## src/rtl/pipe_pkg.sv

```systemverilog
// Shared state encoding and default widths for the pipeline stage register.
package pipe_pkg;

  typedef enum logic [1:0] {
    EMPTY = 2'd0,
    ONE   = 2'd1,
    TWO   = 2'd2
  } stateT;

  localparam int DATA_W_DEF = 32;
  localparam int CTRL_W_DEF = 16;
  localparam logic [CTRL_W_DEF-1:0] CTRL_BUBBLE_DEF = '0;

  function automatic logic [1:0] stateOccupancy(stateT s);
    case (s)
      EMPTY:   return 2'd0;
      ONE:     return 2'd1;
      TWO:     return 2'd2;
      default: return 2'd0;
    endcase
  endfunction

endpackage

```

## src/rtl/pipe_stage_reg_if.sv

```systemverilog
// Upstream/downstream handshake bundle of the pipeline stage register.
interface pipe_stage_reg_if #(
  parameter int DATA_W = 32,
  parameter int CTRL_W = 16
);
  logic              in_valid;
  logic              in_ready;
  logic [DATA_W-1:0] in_data;
  logic [CTRL_W-1:0] in_ctrl;
  logic              flush;
  logic              clr;
  logic              out_valid;
  logic              out_ready;
  logic [DATA_W-1:0] out_data;
  logic [CTRL_W-1:0] out_ctrl;
  logic [1:0]        occupancy;

  modport master (
    output in_valid, in_data, in_ctrl, flush, clr, out_ready,
    input  in_ready, out_valid, out_data, out_ctrl, occupancy
  );

  modport slave (
    input  in_valid, in_data, in_ctrl, flush, clr, out_ready,
    output in_ready, out_valid, out_data, out_ctrl, occupancy
  );
endinterface

```

## src/rtl/pipe_entry.sv

```systemverilog
// One data+ctrl holding register; a bubbled load replaces ctrl with CTRL_BUBBLE.
module pipe_entry #(
  parameter int DATA_W = 32,
  parameter int CTRL_W = 16,
  parameter logic [CTRL_W-1:0] CTRL_BUBBLE = '0
) (
  input  logic              clk,
  input  logic              reset,
  input  logic              clear,
  input  logic              load,
  input  logic              bubble,
  input  logic [DATA_W-1:0] dataIn,
  input  logic [CTRL_W-1:0] ctrlIn,
  output logic [DATA_W-1:0] dataQ,
  output logic [CTRL_W-1:0] ctrlQ
);

  always_ff @(negedge clk) begin
    if (reset || clear) begin
      dataQ <= '0;
      ctrlQ <= '0;
    end else if (load) begin
      dataQ <= dataIn;
      ctrlQ <= bubble ? CTRL_BUBBLE : ctrlIn;
    end
  end

endmodule

```

## src/rtl/pipe_stage_reg.sv

```systemverilog
// Pipeline stage register with flush-to-bubble and clear, clocked on the falling edge.
// Optional skid entry (state TWO, registered in_ready) enabled by PIPE_STAGE_SKID_EN.
//
//   state | meaning
//   EMPTY | nothing held, out_valid low
//   ONE   | main entry valid
//   TWO   | main and skid valid, upstream stalled (skid build only)
module pipe_stage_reg
  import pipe_pkg::*;
#(
  parameter int DATA_W = DATA_W_DEF,
  parameter int CTRL_W = CTRL_W_DEF,
  parameter logic [CTRL_W-1:0] CTRL_BUBBLE = CTRL_W'(CTRL_BUBBLE_DEF)
) (
  input logic             clk,
  input logic             reset,
  pipe_stage_reg_if.slave bus
);

  stateT             state, stateNext;
  logic              inReady, outValid, inXfer, outXfer;
  logic              mainLoad, mainBubble;
  logic [DATA_W-1:0] mainDataIn, mainData;
  logic [CTRL_W-1:0] mainCtrlIn, mainCtrl;

  assign outValid = (state != EMPTY);

`ifdef PIPE_STAGE_SKID_EN
  logic              inReadyQ, skidLoad, mainFromSkid;
  logic [DATA_W-1:0] skidData;
  logic [CTRL_W-1:0] skidCtrl;

  assign inReady = inReadyQ;
`else
  assign inReady = !outValid || bus.out_ready;
`endif

  assign inXfer  = bus.in_valid && inReady;
  assign outXfer = outValid && bus.out_ready;

  always_comb begin
    stateNext = state;
    mainLoad  = 1'b0;
`ifdef PIPE_STAGE_SKID_EN
    skidLoad     = 1'b0;
    mainFromSkid = 1'b0;
`endif
    if (bus.clr) begin
      stateNext = EMPTY;
    end else begin
      case (state)
        EMPTY: begin
          if (inXfer) begin
            stateNext = ONE;
            mainLoad  = 1'b1;
          end
        end
        ONE: begin
          if (inXfer && outXfer) begin
            mainLoad = 1'b1;
`ifdef PIPE_STAGE_SKID_EN
          end else if (inXfer) begin
            stateNext = TWO;
            skidLoad  = 1'b1;
`endif
          end else if (outXfer) begin
            stateNext = EMPTY;
          end
        end
`ifdef PIPE_STAGE_SKID_EN
        TWO: begin
          // in_ready is low here, so the only event is draining into main.
          if (outXfer) begin
            stateNext    = ONE;
            mainLoad     = 1'b1;
            mainFromSkid = 1'b1;
          end
        end
`endif
        default: stateNext = EMPTY;
      endcase
    end
  end

  always_ff @(negedge clk) begin
    if (reset) state <= EMPTY;
    else       state <= stateNext;
  end

`ifdef PIPE_STAGE_SKID_EN
  always_ff @(negedge clk) begin
    if (reset) inReadyQ <= 1'b1;
    else       inReadyQ <= (stateNext != TWO);
  end

  // The skid's ctrl was already bubbled when it was captured.
  assign mainDataIn = mainFromSkid ? skidData : bus.in_data;
  assign mainCtrlIn = mainFromSkid ? skidCtrl : bus.in_ctrl;
  assign mainBubble = bus.flush && !mainFromSkid;

  pipe_entry #(
    .DATA_W(DATA_W),
    .CTRL_W(CTRL_W),
    .CTRL_BUBBLE(CTRL_BUBBLE)
  ) skid (
    .clk   (clk),
    .reset (reset),
    .clear (bus.clr),
    .load  (skidLoad),
    .bubble(bus.flush),
    .dataIn(bus.in_data),
    .ctrlIn(bus.in_ctrl),
    .dataQ (skidData),
    .ctrlQ (skidCtrl)
  );
`else
  assign mainDataIn = bus.in_data;
  assign mainCtrlIn = bus.in_ctrl;
  assign mainBubble = bus.flush;
`endif

  pipe_entry #(
    .DATA_W(DATA_W),
    .CTRL_W(CTRL_W),
    .CTRL_BUBBLE(CTRL_BUBBLE)
  ) main (
    .clk   (clk),
    .reset (reset),
    .clear (bus.clr),
    .load  (mainLoad),
    .bubble(mainBubble),
    .dataIn(mainDataIn),
    .ctrlIn(mainCtrlIn),
    .dataQ (mainData),
    .ctrlQ (mainCtrl)
  );

  assign bus.in_ready  = inReady;
  assign bus.out_valid = outValid;
  assign bus.out_data  = mainData;
  assign bus.out_ctrl  = mainCtrl;
  assign bus.occupancy = stateOccupancy(state);

endmodule

```

## src/flat_wrapper.sv

```systemverilog
// flat-port wrapper written by rule: the top's interface ports become plain ports
module pipe_stage_reg_flat import pipe_pkg::*;
#(
  parameter int DATA_W = DATA_W_DEF,
  parameter int CTRL_W = CTRL_W_DEF,
  parameter logic [CTRL_W-1:0] CTRL_BUBBLE = CTRL_W'(CTRL_BUBBLE_DEF)
)
  (clk, reset, bus_in_valid, bus_in_data, bus_in_ctrl, bus_flush, bus_clr, bus_out_ready, bus_in_ready, bus_out_valid, bus_out_data, bus_out_ctrl, bus_occupancy);
  pipe_stage_reg_if #(.DATA_W(DATA_W), .CTRL_W(CTRL_W)) bus_i ();
  input logic clk;
  input logic reset;
  input wire logic [$bits(bus_i.in_valid)-1:0] bus_in_valid;
  input wire logic [$bits(bus_i.in_data)-1:0] bus_in_data;
  input wire logic [$bits(bus_i.in_ctrl)-1:0] bus_in_ctrl;
  input wire logic [$bits(bus_i.flush)-1:0] bus_flush;
  input wire logic [$bits(bus_i.clr)-1:0] bus_clr;
  input wire logic [$bits(bus_i.out_ready)-1:0] bus_out_ready;
  output wire logic [$bits(bus_i.in_ready)-1:0] bus_in_ready;
  output wire logic [$bits(bus_i.out_valid)-1:0] bus_out_valid;
  output wire logic [$bits(bus_i.out_data)-1:0] bus_out_data;
  output wire logic [$bits(bus_i.out_ctrl)-1:0] bus_out_ctrl;
  output wire logic [$bits(bus_i.occupancy)-1:0] bus_occupancy;
  assign bus_i.in_valid = bus_in_valid;
  assign bus_i.in_data = bus_in_data;
  assign bus_i.in_ctrl = bus_in_ctrl;
  assign bus_i.flush = bus_flush;
  assign bus_i.clr = bus_clr;
  assign bus_i.out_ready = bus_out_ready;
  assign bus_in_ready = bus_i.in_ready;
  assign bus_out_valid = bus_i.out_valid;
  assign bus_out_data = bus_i.out_data;
  assign bus_out_ctrl = bus_i.out_ctrl;
  assign bus_occupancy = bus_i.occupancy;
  pipe_stage_reg #(.DATA_W(DATA_W), .CTRL_W(CTRL_W), .CTRL_BUBBLE(CTRL_BUBBLE)) u_core (.clk(clk), .reset(reset), .bus(bus_i));
endmodule
```

## config.mk

```make
export PLATFORM = sky130hd
export DESIGN_NAME = pipe_stage_reg_flat
export DESIGN_NICKNAME = d
export VERILOG_FILES = /design/src/rtl/pipe_pkg.sv /design/src/rtl/pipe_stage_reg_if.sv /design/src/rtl/pipe_entry.sv /design/src/rtl/pipe_stage_reg.sv /design/src/flat_wrapper.sv
export SDC_FILE = /design/constraint.sdc
export NUM_CORES = 1
export LEC_CHECK = 0
export CAP_MARGIN = 20
export CORE_MARGIN = 4
export CORE_UTILIZATION = 36
export DETAILED_ROUTE_END_ITERATION = 10
export PLACE_DENSITY = 0.76
export SYNTH_ARGS = -nofsm -noshare
export SYNTH_HDL_FRONTEND = slang
export SYNTH_SLANG_ARGS = --single-unit
export TNS_END_PERCENT = 50
```

## constraint.sdc

```tcl
create_clock -name clk -period 1.15 [get_ports clk]
set_input_delay 0.115 -clock clk [delete_from_list [all_inputs] [get_ports clk]]
set_output_delay 0.115 -clock clk [all_outputs]
set_load 0.005 [all_outputs]
```

==> flow_metrics.tcl, run 1 <==
set metrics [dict create \
    via_per_inst 4.989 \
    die_h_microns 84.55 \
    maxSlewViolCount 0 \
    die_area_sq_mm 0.007149 \
    endpoint "bus_in_ready" \
    crit_start "u_core.state[0]$_SDFFE_NP0P_" \
    reg2reg_slack_ns -0.08 \
    rsz0062_at_grt "true" \
    path_cells "buf_6 > nand2b_4 > buf_8 > buf_6" \
    layout_setup_ws_ns -0.5953 \
    grt_usage_pct 17.31 \
    firstDrtPassIters 4 \
    core_area_sq_mm 0.005608 \
    critical-path-max-stage-delay_ns 0.32 \
    worstPathArrival_ns 1.63 \
    syn_avg_cell_area_sq_um 8.575 \
    hpwl_microns 4075 \
    die_w_microns 84.55 \
    vias 2340 \
    h-tree-depth 2 \
    overflow 0 \
    routedWlPerCell_microns 13.76 \
    crit_cells 4 \
    areaGrowthSynthToFinish_pct 70.46 \
    vdd_drop_max_v 0.0006231 \
    yosysSeqAreaShare_pct 46.50 \
    yosys_warnings 0 \
    port-buffer-count 104 \
    nNetsFinal 451 \
    antenna_found_initial 0 \
    timing.rr.start "u_core.state[0]$_SDFFE_NP0P_" \
    cp_slowest_cell "dfxtp_2" \
    cts_made_buffers 5 \
    r2r.worst_path.cells 6 \
    worst-path-buf-inv 3 \
    drt_iter0_drc 82 \
    rows 27 \
    crit_family "flip-flops" \
    crit_type "reg -> out" \
    clkTransAtPathRegs_ns 0.03 \
    required_ns 1.03 \
    cts.sinks 49 \
    crit_fanout 2 \
    final_hold_viol_count 0 \
    mostFrequentLayoutCells "inv_1 (50), clkdlybuf4s50_1 (50), dfxtp_2 (49)" \
    status "finished with violations" \
    diodes 0 \
    cap_violations 0 \
    grt_pass1_wl_microns 10320 \
    setup_viol 100 \
    cp_common_cell "buf_6" \
    ios 106 \
    cts_root_buf "clkbuf_8" \
    busiest_layer "met2" \
    synth_cells 246 \
    setup_tns_ns -41.06 \
    dp_cells 405 \
    grt_pass1_vias 2355 \
    grt.met1_usage_pct 20.29 \
    met2_usage_pct 27.54 \
    yosysUniqueCellTypes 20 \
    ant_nets 0 \
    place_congestion 0.7364 \
    drt_wl_total_microns 6455 \
    register_area_sq_mm 0.001042 \
    initial_core_util_pct 37.62 \
    netlist_area_sq_mm 0.002110 \
    p_leak_nw 1.620 \
    cts_tree "done" \
    violations "negative setup slack" \
    crit_path_end_kind "output pin" \
    drc 0 \
    pwr_density_cell_mw_per_mm2 1104 \
    r2r_end "u_core.main.dataQ[31]$_SDFFE_NP0P_" \
    cts_buffer_depth 2 \
    cp-start-kind "register" \
    finalNonFillerCells 469 \
    fill_cells 514 \
    final_util_pct 64.12 \
    insertion_delay_ns 0.37 \
    finClkSkew_ns 0.009545 \
    multi_input_area_sq_um 958.4 \
    cts_hold_buf 0 \
    synth.ff_latch_count 49 \
    syn-num-nets 300 \
    final_layout_size_suffix_gt1_share_pct 38.54 \
    min_path_type "reg -> reg" \
    met3_usage_pct 7.655 \
    grt_max_degree 58 \
]
## final cells by class
| type | instances | area share [%] |
|---|---|---|
| Multi-Input combinational cell | 166 | 26.65 |
| Sequential cell | 49 | 28.98 |
| Inverter | 1 | 0.1044 |
| Clock buffer | 5 | 1.914 |
| Clock inverter | 51 | 5.498 |
| Tap cell | 72 | 2.505 |
| Timing Repair Buffer | 125 | 34.34 |
## logic make-up (layout without fill, tap and decap cells)
| logic type | after synthesis | in the layout | share of synthesized area, % |
|---|---|---|---|
| AO/OA/AOI/OAI | 49 | 49 | 15.30 |
| buffers and inverters | 31 | 182 | 8.304 |
| flip-flops | 49 | 49 | 46.50 |
| other | 1 | 1 | 0.1778 |
| AND/OR/NAND/NOR | 116 | 116 | 29.72 |
## tightest hold or removal path, stage by stage, from the launching register on
cell and delay, ns:
dfxtp_2 0.30, nand2_1 0.04, o21ai_0 0.05
## through the flow
stage	power [mW]	setup slack [ns]	hold slack (ns)	area (sq um)
floorplan	2.258	-0.3218	0.4525	2123
global placement	2.570	-0.8321	0.4439	3243
detailed placement	2.575	-0.8615	0.4528	3243
CTS	4.023	-0.6150	0.4504	3451
global route	4.292	-0.6528	0.4798	3596
finish	3.970	-0.5953	0.4479	3596
## routing by layer
metal / part of all wire, % / wire length [microns] / vias up
met5: 0 / 0 / -
met4: 1.2 / 75 / 0
met3: 8.0 / 518 / 9
met2: 49 / 3131 / 85
met1: 42 / 2729 / 1089
li1: - / - / 1157
## cell usage after synthesis
library cell,instances,share of area (%)
nor2b_2,1,0.42
nand4_1,48,14
nor2b_1,13,3.9
buf_2,9,2.1
a21boi_0,1,0.36
conb_1,1,0.18
o21ai_2,20,8.3
clkbuf_1,8,1.4
nand2b_4,1,0.65
dfxtp_1,49,47
buf_1,2,0.36
and2_4,1,0.42
and2b_1,3,1.1
buf_4,4,1.4
nor2_4,1,0.53
inv_1,2,0.36
buf_6,4,2.1
clkbuf_2,2,0.47
nand2_1,48,8.5
o21ai_0,28,6.6
## worst min path at each step
stage / slack, ns / depth (start not counted) / to / start
after floorplan: 0.45 / 2 / u_core.main.ctrlQ[12]$_SDFFE_NP0P_ / u_core.main.ctrlQ[12]$_SDFFE_NP0P_
after global placement: 0.44 / 2 / u_core.main.dataQ[14]$_SDFFE_NP0P_ / u_core.main.dataQ[14]$_SDFFE_NP0P_
after detailed placement: 0.45 / 2 / u_core.main.dataQ[21]$_SDFFE_NP0P_ / u_core.main.dataQ[21]$_SDFFE_NP0P_
after CTS: 0.45 / 2 / u_core.main.dataQ[3]$_SDFFE_NP0P_ / u_core.main.dataQ[3]$_SDFFE_NP0P_
after global routing: 0.48 / 2 / u_core.main.dataQ[5]$_SDFFE_NP0P_ / u_core.main.dataQ[5]$_SDFFE_NP0P_
final: 0.45 / 2 / u_core.main.dataQ[21]$_SDFFE_NP0P_ / u_core.main.dataQ[21]$_SDFFE_NP0P_
## report_power, final
group          total, mW  leakage [nW]  switching (mW)  internal [mW]
clock               1.65         0.301            1.01          0.639
sequential          1.77         0.421          0.0206           1.75
combinational      0.549         0.899           0.223          0.326
total               3.97          1.62            1.26           2.71
## state kept, by name (all words and copies together), names as in the netlist
register / flops
u_core.main.ctrlQ: 16
u_core.main.dataQ: 32
u_core.state: 1
## timing repair
action	in CTS	in global routing
setup endpoints to repair	100	100
resized for setup	276	17
cloned	0	3
buffers inserted	7	1
pin swaps	1	0
(Power assumes the default switching activity.)
==> run 2, diff against run 1 <==
--- a/config.mk
+++ b/config.mk
@@ -7,10 +7,12 @@
 export LEC_CHECK = 0
 export CAP_MARGIN = 20
 export CORE_MARGIN = 4
-export CORE_UTILIZATION = 36
+export CORE_UTILIZATION = 34
 export DETAILED_ROUTE_END_ITERATION = 10
-export PLACE_DENSITY = 0.76
+export PLACE_DENSITY = 0.75
+export REMOVE_ABC_BUFFERS = 1
 export SYNTH_ARGS = -nofsm -noshare
 export SYNTH_HDL_FRONTEND = slang
+export SYNTH_HIERARCHICAL = 1
 export SYNTH_SLANG_ARGS = --single-unit
 export TNS_END_PERCENT = 50
==> run 2 against run 1 <==
  * Utilization grew 3.5 points
  * Critical path depth shrank 1
  * Sequential power is essentially flat
  * The flow still finishes with violations (negative setup slack)
  * Clock skew grew 0.0022 ns
  * Synthesized cell count shrank 25%
  * Setup slack gained 0.082 ns
  * Non-clock buffer count grew 6
  * Sequential share of layout area grew 0.46 points
  * Routed wire length shrank 14%
  * Via count shrank 20%
  * Critical endpoint unchanged
==> flow_metrics.tcl, run 2 <==
set metrics [dict create \
    status "finished with violations" \
    violations "negative setup slack" \
    layout_setup_ws_ns -0.5134 \
    firstDrtPassIters 4 \
    largest_reg_flops 32 \
    yosysSeqAreaShare_pct 52.02 \
    cp-start-kind "register" \
    port-buffer-count 104 \
    busiest_layer "met2" \
    yosys-top-cells-area "dfxtp_1 (52%), mux2i_1 (17%), nand3b_1 (6.4%), nor2_1 (6.4%), nand2b_1 (5.3%)" \
    setup_tns_ns -33.40 \
    insertion_delay_ns 0.38 \
    min_path_type "reg -> reg" \
    routedWlPerCell_microns 13.11 \
    maxSlewViolCount 0 \
    cts_root_buf "clkbuf_8" \
    synth_top_family_by_area "simple AND/OR/NAND/NOR gates" \
    required_ns 1.03 \
    dp_cells 360 \
    die_w_microns 82.47 \
    mostFrequentLayoutCells "clkdlybuf4s50_1 (49), inv_1 (49), dfxtp_2 (49)" \
    drc 0 \
    crit_fanout 2 \
    vdd_drop_max_v 0.0007116 \
    worstPathArrival_ns 1.55 \
    hold_path_end "u_core/main/ctrlQ[8]$_SDFFE_NP0P_" \
    multi_input_area_sq_um 809.5 \
    initial_core_util_pct 36.00 \
    core_area_sq_mm 0.005238 \
    rsz0062_at_grt "true" \
    synth_cells 184 \
    cts_tree "done" \
    reg_top3 "u_core/main/dataQ x32, u_core/main/ctrlQ x16, u_core/state x1" \
    synth_xor_area_share_pct 0 \
    overflow 0 \
    yosysMostFrequentCell "dfxtp_1" \
    reg2reg_slack_ns -0.30 \
    die_area_sq_mm 0.006801 \
    critical-path-max-stage-delay_ns 0.34 \
    pwr_density_cell_mw_per_mm2 1202 \
    register_area_sq_mm 0.001042 \
    via_per_inst 4.405 \
    slew_headroom_pct 63.02 \
    cts_made_buffers 5 \
    synth-adder-area-share_pct 0 \
    r2r.worst_path.cells 7 \
    final_cell_area_sq_mm 0.003540 \
    die_h_microns 82.47 \
    netlist_area_sq_mm 0.001886 \
    diodes 0 \
    setup_viol 99 \
    p_leak_nw 1.633 \
    crit_path_end_kind "output pin" \
    final_layout_size_suffix_gt1_share_pct 41.13 \
    crit_start "u_core/state[0]$_SDFFE_NP0P_" \
    final_util_pct 67.58 \
    yosys.area.top_type "dfxtp_1" \
    final_hold_viol_count 0 \
    ant_nets 0 \
    finalNonFillerCells 425 \
    synth-async-reset-ratio_pct 0 \
    synth-simple-area-share_pct 19.64 \
    finClkSkew_ns 0.01170 \
    cts.sinks 49 \
    ys.flop_type "dfxtp_1" \
    tightest_slew_ns 0.5547 \
    syn_avg_cell_area_sq_um 10.25 \
    ios 106 \
    cp_common_cell "buf_6" \
    vias 1872 \
    timing.rr.start "u_core/state[0]$_SDFFE_NP0P_" \
    h-tree-depth 2 \
    cp_slowest_cell "dfxtp_2" \
    synthMuxAreaShare_pct 16.99 \
    grt.met1_usage_pct 16.87 \
    hpwl_microns 3565 \
    met2_usage_pct 26.52 \
    hold_start "u_core/main/ctrlQ[8]$_SDFFE_NP0P_" \
    antenna_found_initial 0 \
    fill_cells 449 \
    regMostFlops "u_core/main/dataQ" \
    met3_usage_pct 7.809 \
    clkTransAtPathRegs_ns 0.04 \
    cts_buffer_depth 2 \
    place_congestion 0.6675 \
    min_path_cells 2 \
    r2r_end "u_core/main/dataQ[26]$_SDFFE_NP0P_" \
    cap_violations 0 \
    areaGrowthSynthToFinish_pct 87.72 \
    yosysUniqueCellTypes 16 \
    synth_compound_area_share_pct 4.910 \
    path_cells "nand2b_4 > buf_6 > buf_6" \
    drt_wl_total_microns 5573 \
    rows 26 \
    dpl_cell_area_sq_mm 0.003065 \
    synth.ff_latch_count 49 \
    netlist.area_leader.share_pct 52.02 \
    grt_pass1_vias 1890 \
    grt_max_degree 49 \
    synth_commonest_cells "dfxtp_1 (49), mux2i_1 (32), nor2_1 (32)" \
    yosys_warnings 6 \
    crit_type "reg -> out" \
    synth_edf_count 0 \
    grt_usage_pct 16.30 \
    nNetsFinal 408 \
    grt_pass1_wl_microns 8342 \
    drt_iter0_drc 61 \
]
run 2: how the worst max path moves through the flow:
| stage | end | slack [ns] | cells past startpoint |
|---|---|---|---|
| 4_1_cts | bus_in_ready | -0.54 | 3 |
| 3_5_place_dp | u_core/main/dataQ[26]$_SDFFE_NP0P_ | -1.08 | 7 |
| 3_3_place_gp | u_core/main/dataQ[16]$_SDFFE_NP0P_ | -0.99 | 7 |
| 2_1_floorplan | u_core/main/dataQ[0]$_SDFFE_NP0P_ | -4.91 | 4 |
| 5_1_grt | bus_in_ready | -0.56 | 3 |
| 6_report | bus_in_ready | -0.51 | 3 |
run 2: final cells by class:
class                           instances  area share (%)
Clock buffer                            5           1.944
Tap cell                               70           2.474
Clock inverter                         52           6.398
Sequential cell                        49           29.45
Multi-Input combinational cell        117           22.87
Inverter                                1          0.1060
Timing Repair Buffer                  131           36.76
run 2: layer usage:
layer | wire (microns) | vias to the layer above
met5 | 0 | -
li1 | - | 947
met2 | 2772 | 70
met3 | 486 | 4
met1 | 2258 | 851
met4 | 56 | 0
run 2: cell families after synthesis:
family,count (synthesis)
buffers and inverters,18
and+or+nand+nor,67
DFF,49
AOI/OAI and AO/OA,17
muxes,32
other,1
run 2: power breakdown:
part / internal, mW / total (mW) / switching (mW)
logic: 0.372 / 0.554 / 0.182
clock network: 0.874 / 1.93 / 1.06
registers: 1.75 / 1.77 / 0.0222
total: 2.99 / 4.25 / 1.26
run 2: worst max-delay path, delay by kind of cell, from the launching register on:
family	cells	cell delay, ns
flip-flops	1	0.34
buffers and inverters	2	0.21
AND/OR/NAND/NOR	1	0.06
run 2: repair_timing:
item,in CTS,in global routing
gates cloned,1,2
gates resized for setup,295,19
setup buffers,6,1
setup endpoints to repair,100,99
hold buffers,0,0
endpoints found under the hold margin,0,0
pin swaps,7,4
run 2: metrics by stage:
step	power [mW]	worst slack (ns)	hold WS [ns]
2_1_floorplan	2.240	-4.908	0.3371
3_3_place_gp	2.555	-0.9908	0.4525
3_5_place_dp	2.562	-1.081	0.4585
4_1_cts	4.315	-0.5385	0.4618
5_1_grt	4.571	-0.5579	0.4872
6_report	4.255	-0.5134	0.4702
==> run 3, diff against run 2 <==
--- a/config.mk
+++ b/config.mk
@@ -10,7 +10,6 @@
 export CORE_UTILIZATION = 34
 export DETAILED_ROUTE_END_ITERATION = 10
 export PLACE_DENSITY = 0.75
-export REMOVE_ABC_BUFFERS = 1
 export SYNTH_ARGS = -nofsm -noshare
 export SYNTH_HDL_FRONTEND = slang
 export SYNTH_HIERARCHICAL = 1
==> run 3 against run 2 <==
  * The flow still finishes with violations (negative setup slack)
  * Cell area grew 5.6%
  * Via count is 4.2% higher
  * Clock skew up 0.00072 ns
  * Clock power down 16%
  * Utilization grew 3.8 points
  * First-iteration DRC count shrank 25%
  * Critical path type unchanged
  * Total power is 4.7% lower
  * Register-to-register slack is essentially flat
  * Combinational power is 18% higher
  * Global-route usage rose by 1.6 points
==> flow_metrics.tcl, run 3 (synthesis gave the netlist of run 2 again) <==
set metrics [dict create \
    min_path_type "reg -> reg" \
    met3_usage_pct 7.484 \
    mostFrequentLayoutCells "inv_1 (50), clkdlybuf4s50_1 (49), dfxtp_2 (48)" \
    final_hold_viol_count 0 \
    grt_pass1_wl_microns 9183 \
    largest_reg_flops 32 \
    firstDrtPassIters 4 \
    port-buffer-count 104 \
    busiest_layer "met2" \
    regMostFlops "u_core/main/dataQ" \
    antenna_found_initial 0 \
    hold_start "u_core/main/ctrlQ[0]$_SDFFE_NP0P_" \
    cts_tree "done" \
    grt_max_degree 25 \
    dpl_cell_area_sq_mm 0.003012 \
    clkTransAtPathRegs_ns 0.04 \
    via_per_inst 4.495 \
    final_util_pct 71.38 \
    drc 0 \
    areaGrowthSynthToFinish_pct 98.27 \
    cts_hold_buf 0 \
    setup_tns_ns -34.01 \
    final_layout_size_suffix_gt1_share_pct 45.88 \
    cts_buffer_depth 2 \
    r2r.worst_path.cells 7 \
    ios 106 \
    drt_wl_total_microns 6480 \
    layout_setup_ws_ns -0.5128 \
    maxSlewViolCount 0 \
    drt_iter0_drc 46 \
    required_ns 1.03 \
    status "finished with violations" \
    crit_path_end_kind "output pin" \
    met2_usage_pct 31.57 \
    cts_made_buffers 5 \
    vias 1951 \
    p_leak_nw 1.711 \
    die_h_microns 82.47 \
    core_area_sq_mm 0.005238 \
    finClkSkew_ns 0.01242 \
    timing.rr.start "u_core/state[0]$_SDFFE_NP0P_" \
    dp_slack_ns -1.092 \
    hpwl_microns 3272 \
    worstPathArrival_ns 1.55 \
    mostFrequentLayoutCell "inv_1" \
    die_area_sq_mm 0.006801 \
    ant_nets 0 \
    cp-start-kind "register" \
    pwr_density_cell_mw_per_mm2 1084 \
    nNetsFinal 418 \
    final_cell_area_sq_mm 0.003739 \
    diodes 0 \
    h-tree-depth 2 \
    cts.sinks 49 \
    grt_pass1_vias 2091 \
    rsz0062_at_grt "true" \
    hold_path_end "u_core/main/ctrlQ[0]$_SDFFE_NP0P_" \
    overflow 0 \
    syn-num-nets 238 \
    initial_core_util_pct 36.00 \
    cap_violations 0 \
    die_w_microns 82.47 \
    reg2reg_slack_ns -0.30 \
    place_congestion 0.6586 \
    rows 26 \
    crit_type "reg -> out" \
    setup_viol 100 \
    violations "negative setup slack" \
    r2r_end "u_core/main/dataQ[11]$_SDFFE_NP0P_" \
    cts_root_buf "clkbuf_8" \
    vdd_drop_max_v 0.0005954 \
    grt.met1_usage_pct 17.96 \
    finalNonFillerCells 434 \
    insertion_delay_ns 0.37 \
    routedWlPerCell_microns 14.93 \
    reg_top3 "u_core/main/dataQ x32, u_core/main/ctrlQ x16, u_core/state x1" \
    grt_usage_pct 17.88 \
    dp_cells 352 \
    crit_fanout 2 \
    min_path_cells 2 \
]
==> run 3: how the worst max path moves through the flow <==
stage                                       from                            endpoint  slack [ns]
floorplan                          bus_out_ready  u_core/main/dataQ[20]$_SDFFE_NP0P_       -0.47
global placement                   bus_out_ready   u_core/main/dataQ[0]$_SDFFE_NP0P_       -1.05
detailed placement                 bus_out_ready   u_core/main/dataQ[2]$_SDFFE_NP0P_       -1.09
CTS                 u_core/state[0]$_SDFFE_NP0P_                        bus_in_ready       -0.52
global route        u_core/state[0]$_SDFFE_NP0P_                        bus_in_ready       -0.55
finish              u_core/state[0]$_SDFFE_NP0P_                        bus_in_ready       -0.51
==> run 3: routing by layer <==
| metal | wire length, microns | up-vias | part of all wire, % |
|---|---|---|---|
| li1 | - | 968 | - |
| met1 | 2424 | 897 | 37 |
| met2 | 3429 | 84 | 53 |
| met3 | 585 | 2 | 9.0 |
| met4 | 40 | 0 | 0.62 |
| met5 | 0 | - | 0 |
==> run 3: layout make-up <==
cell class                      instances  area [sq um]
Multi-Input combinational cell        118         885.9
Clock inverter                         51         192.7
Clock buffer                            5         68.82
Inverter                                1         3.754
Sequential cell                        49          1045
Fill cell                             405          1499
Timing Repair Buffer                  140          1455
Tap cell                               70         87.58
==> run 3: through the flow <==
| step | power [mW] | hold slack, ns |
|---|---|---|
| CTS | 4.083 | 0.4653 |
| detailed placement | 2.538 | 0.4569 |
| finish | 4.054 | 0.4686 |
| floorplan | 2.263 | 0.3366 |
| global route | 4.361 | 0.4957 |
| global placement | 2.535 | 0.4530 |
==> run 3: worst max-delay path: stages (launching register included) <==
cell      delay (ns)
dfxtp_2         0.34
nand2b_4        0.06
buf_6           0.11
buf_6           0.10
==> run 3: where the power goes <==
part	leakage (nW)	internal, mW	switching, mW
registers	0.421	1.75	0.0223
logic	0.987	0.436	0.217
clock network	0.302	0.629	1.00
total	1.71	2.81	1.24
==> run 3: timing repair <==
| item | 4_1_cts | 5_1_grt |
|---|---|---|
| resized for setup | 302 | 29 |
| gates cloned | 7 | 1 |
| pin swaps | 8 | 13 |
| setup endpoints to repair | 100 | 100 |
| buffers inserted | 17 | 6 |
==> variant, RTL diff (settings of run 1) <==
Add a define of `PIPE_STAGE_SKID_EN`.
--- a/src/rtl/pipe_stage_reg.sv
+++ b/src/rtl/pipe_stage_reg.sv
@@ -6,4 +6,6 @@
 //   ONE   | main entry valid
 //   TWO   | main and skid valid, upstream stalled (skid build only)
+`define PIPE_STAGE_SKID_EN
+
 module pipe_stage_reg
   import pipe_pkg::*;
Formal check against the unedited RTL: not equivalent (a bounded check fails within 4 cycles, from zero or initial values and one cycle with reset high).
==> variant against run 1 <==
  * The flow still finishes with violations (negative setup slack)
  * Die area is 82% higher
  * Setup slack lost 0.045 ns
  * Non-clock buffer count up 55
  * Power rose by 140%
  * Wire length rose to 2.7 times the old value
  * Area after synthesis increased by 92%
  * First-iteration DRC count increased to 5.0 times the old value
  * Final area up 120%
  * Sequential cell count increased by 50
  * Clock power grew to 2.8 times the old value
  * Final cell count increased by 90%
  * Largest power group is now clock
==> variant: results (changes against run 1) <==
- The combinational gate power is 1420 uW (+160%).
- The multi-input combinational area share is 33.7% (+7.1 points).
- The first-iteration detailed-routing DRC count is 407 (+400%).
- The flow ran to the end, but the final reports show violations.
- The multiplexer share of the synthesized area is 0.247% (+0.25 points).
- The number of fillers in the final layout is 793 (+54%).
- The number of port buffers is 105 (+0.96%).
- The via count of the first global-routing pass is 5133 (+120%).
- The top fanout value on the critical path is 4 (+2).
- The all-layer global routing usage is 23.7% (+6.3 points).
- The worst supply voltage drop on vdd was 816 uV (+31%).
- The largest registers in the layout are u_core.main.dataQ (32), u_core.skid.dataQ (32).
- The endpoint of the worst-slack reg-to-reg timing path is u_core.skid.ctrlQ[4].
- The number of cells on the worst reg-to-reg path is 9 (+3).
- The global routing usage on met1 is 26.4% (+6.1 points).
- The number of multi-input logic gates is 356 (+110%).
- The worst slack at placement is -1.23 ns (-0.366 ns).
- The worst setup skew after layout was 0.0384 ns (+0.0288 ns).
- The first-pass GRT wire length is 24500 um (+140%).
- The sequential cell count is 99 (+100%).
- The detailed placer's ending HPWL came to 7460 um (+83%).
- The data arrival time of the critical path is 1.68 ns (+0.05 ns).
- The routed wire length on met3 is 1390 um (+170%).
- The vias per cell is 5.60 (+12%).
- The post-synth net total is 558 (+86%).
- The leakage power is 0.00325 uW (+100%).
- The internal cell power came to 6480 uW (+140%).
- The maximum number of pins on one net before global-route repair is 49 (-16%).
- The total met2 wirelength after detailed routing is 9020 um (+190%).
- The critical path ends at bus_out_valid.
- The relative area of clock buffers and inverters in the final design is 8.67% (+1.3 points).
- The routed wire length per instance was 19.8 um (+44%).
- Sorting the synthesized cells by how often they occur yields nand2_1, dfxtp_1, a21oi_1.
- The fraction of cell area in non-clock buffers is 28.7% (-5.7 points).
- The start point of the critical path is u_core.state[1].
- By area the synthesized netlist is led by dfxtp_1, nand2_1, a21oi_1.
- The number of setup violations in the final report came to 151 (+51%).
- The non-clock inverter instance count of the final layout came to 2 (+1).
- The final layout net count came to 801 (+78%).
- The met3 demand-to-capacity share in global routing is 7.06% (-0.60 points).
- The clock latency at the later pin of the worst-skew pair is 0.43 ns (+0.06 ns).
- The fraction of final layout cells with drive strength greater than 1 is 43.5% (+4.9 points).
- The number of buffers inserted during clock tree synthesis came to 9 (+4).
- The post-route worst setup slack is -0.640 ns (-0.0449 ns).
- The worst-case register-to-register setup slack was -0.47 ns (-0.39 ns).
- The power of the clock network is 4590 uW (+180%).
- The routed metal-1 wire length is 6660 um (+140%).
- The checks that failed: negative setup slack.
- The power spent charging and discharging nets was 3140 uW (+150%).
- The portion of the post-synthesis area used by sequential elements is 49.0% (+2.5 points).
- The number of distinct library cell variants in the gate-level netlist after synthesis was 27 (+35%).
- The layout buffer count excluding clock buffers is 180 (+44%).
-- variant: cell count changes in the layout (fill, tap and decap cells not counted), sizes merged, moves of 7 or more --
cell,run 1,this run
nand2,48,146
a21oi,0,80
inv,50,105
buf,70,123
dfxtp,49,99
nand4,48,0
a31oi,0,32
nand3b,0,18
nor3b,0,16
nor2b,14,2
clkbuf,7,14
-- variant: what timing repair did --
| item | 4_1_cts | 5_1_grt |
|---|---|---|
| cloned | 21 | 5 |
| buffers inserted | 18 | 13 |
| pin swaps | 13 | 53 |
| resized for setup | 350 | 169 |
| setup endpoints to repair | 151 | 151 |
-- variant: stage by stage --
step | instance area, um^2 | hold WS, ns | instances | setup TNS (ns)
detailed placement | 5450 | 0.447 | 735 | -129.38
CTS | 6910 | 0.451 | 885 | -54.99
floorplan | 4150 | 0.436 | 504 | -42.75
finish | 7740 | 0.456 | 892 | -54.51
global route | 7740 | 0.464 | 892 | -61.80
global placement | 5450 | 0.442 | 735 | -122.75
-- variant: critical path: stages, from the launching register on --
cell     delay [ns]
dfxtp_4        0.35
or2_4          0.25
buf_6          0.11
-- variant: how the worst min path moves through the flow --
stage	from	endpoint	slack, ns	cells after the start
6_report	u_core.skid.dataQ[11]	u_core.skid.dataQ[11]	0.46	2
3_5_place_dp	u_core.skid.dataQ[17]	u_core.skid.dataQ[17]	0.45	2
4_1_cts	u_core.skid.dataQ[17]	u_core.skid.dataQ[17]	0.45	2
2_1_floorplan	u_core.skid.dataQ[23]	u_core.skid.dataQ[23]	0.44	2
3_3_place_gp	u_core.skid.dataQ[31]	u_core.skid.dataQ[31]	0.44	2
5_1_grt	u_core.skid.ctrlQ[14]	u_core.skid.ctrlQ[14]	0.46	2
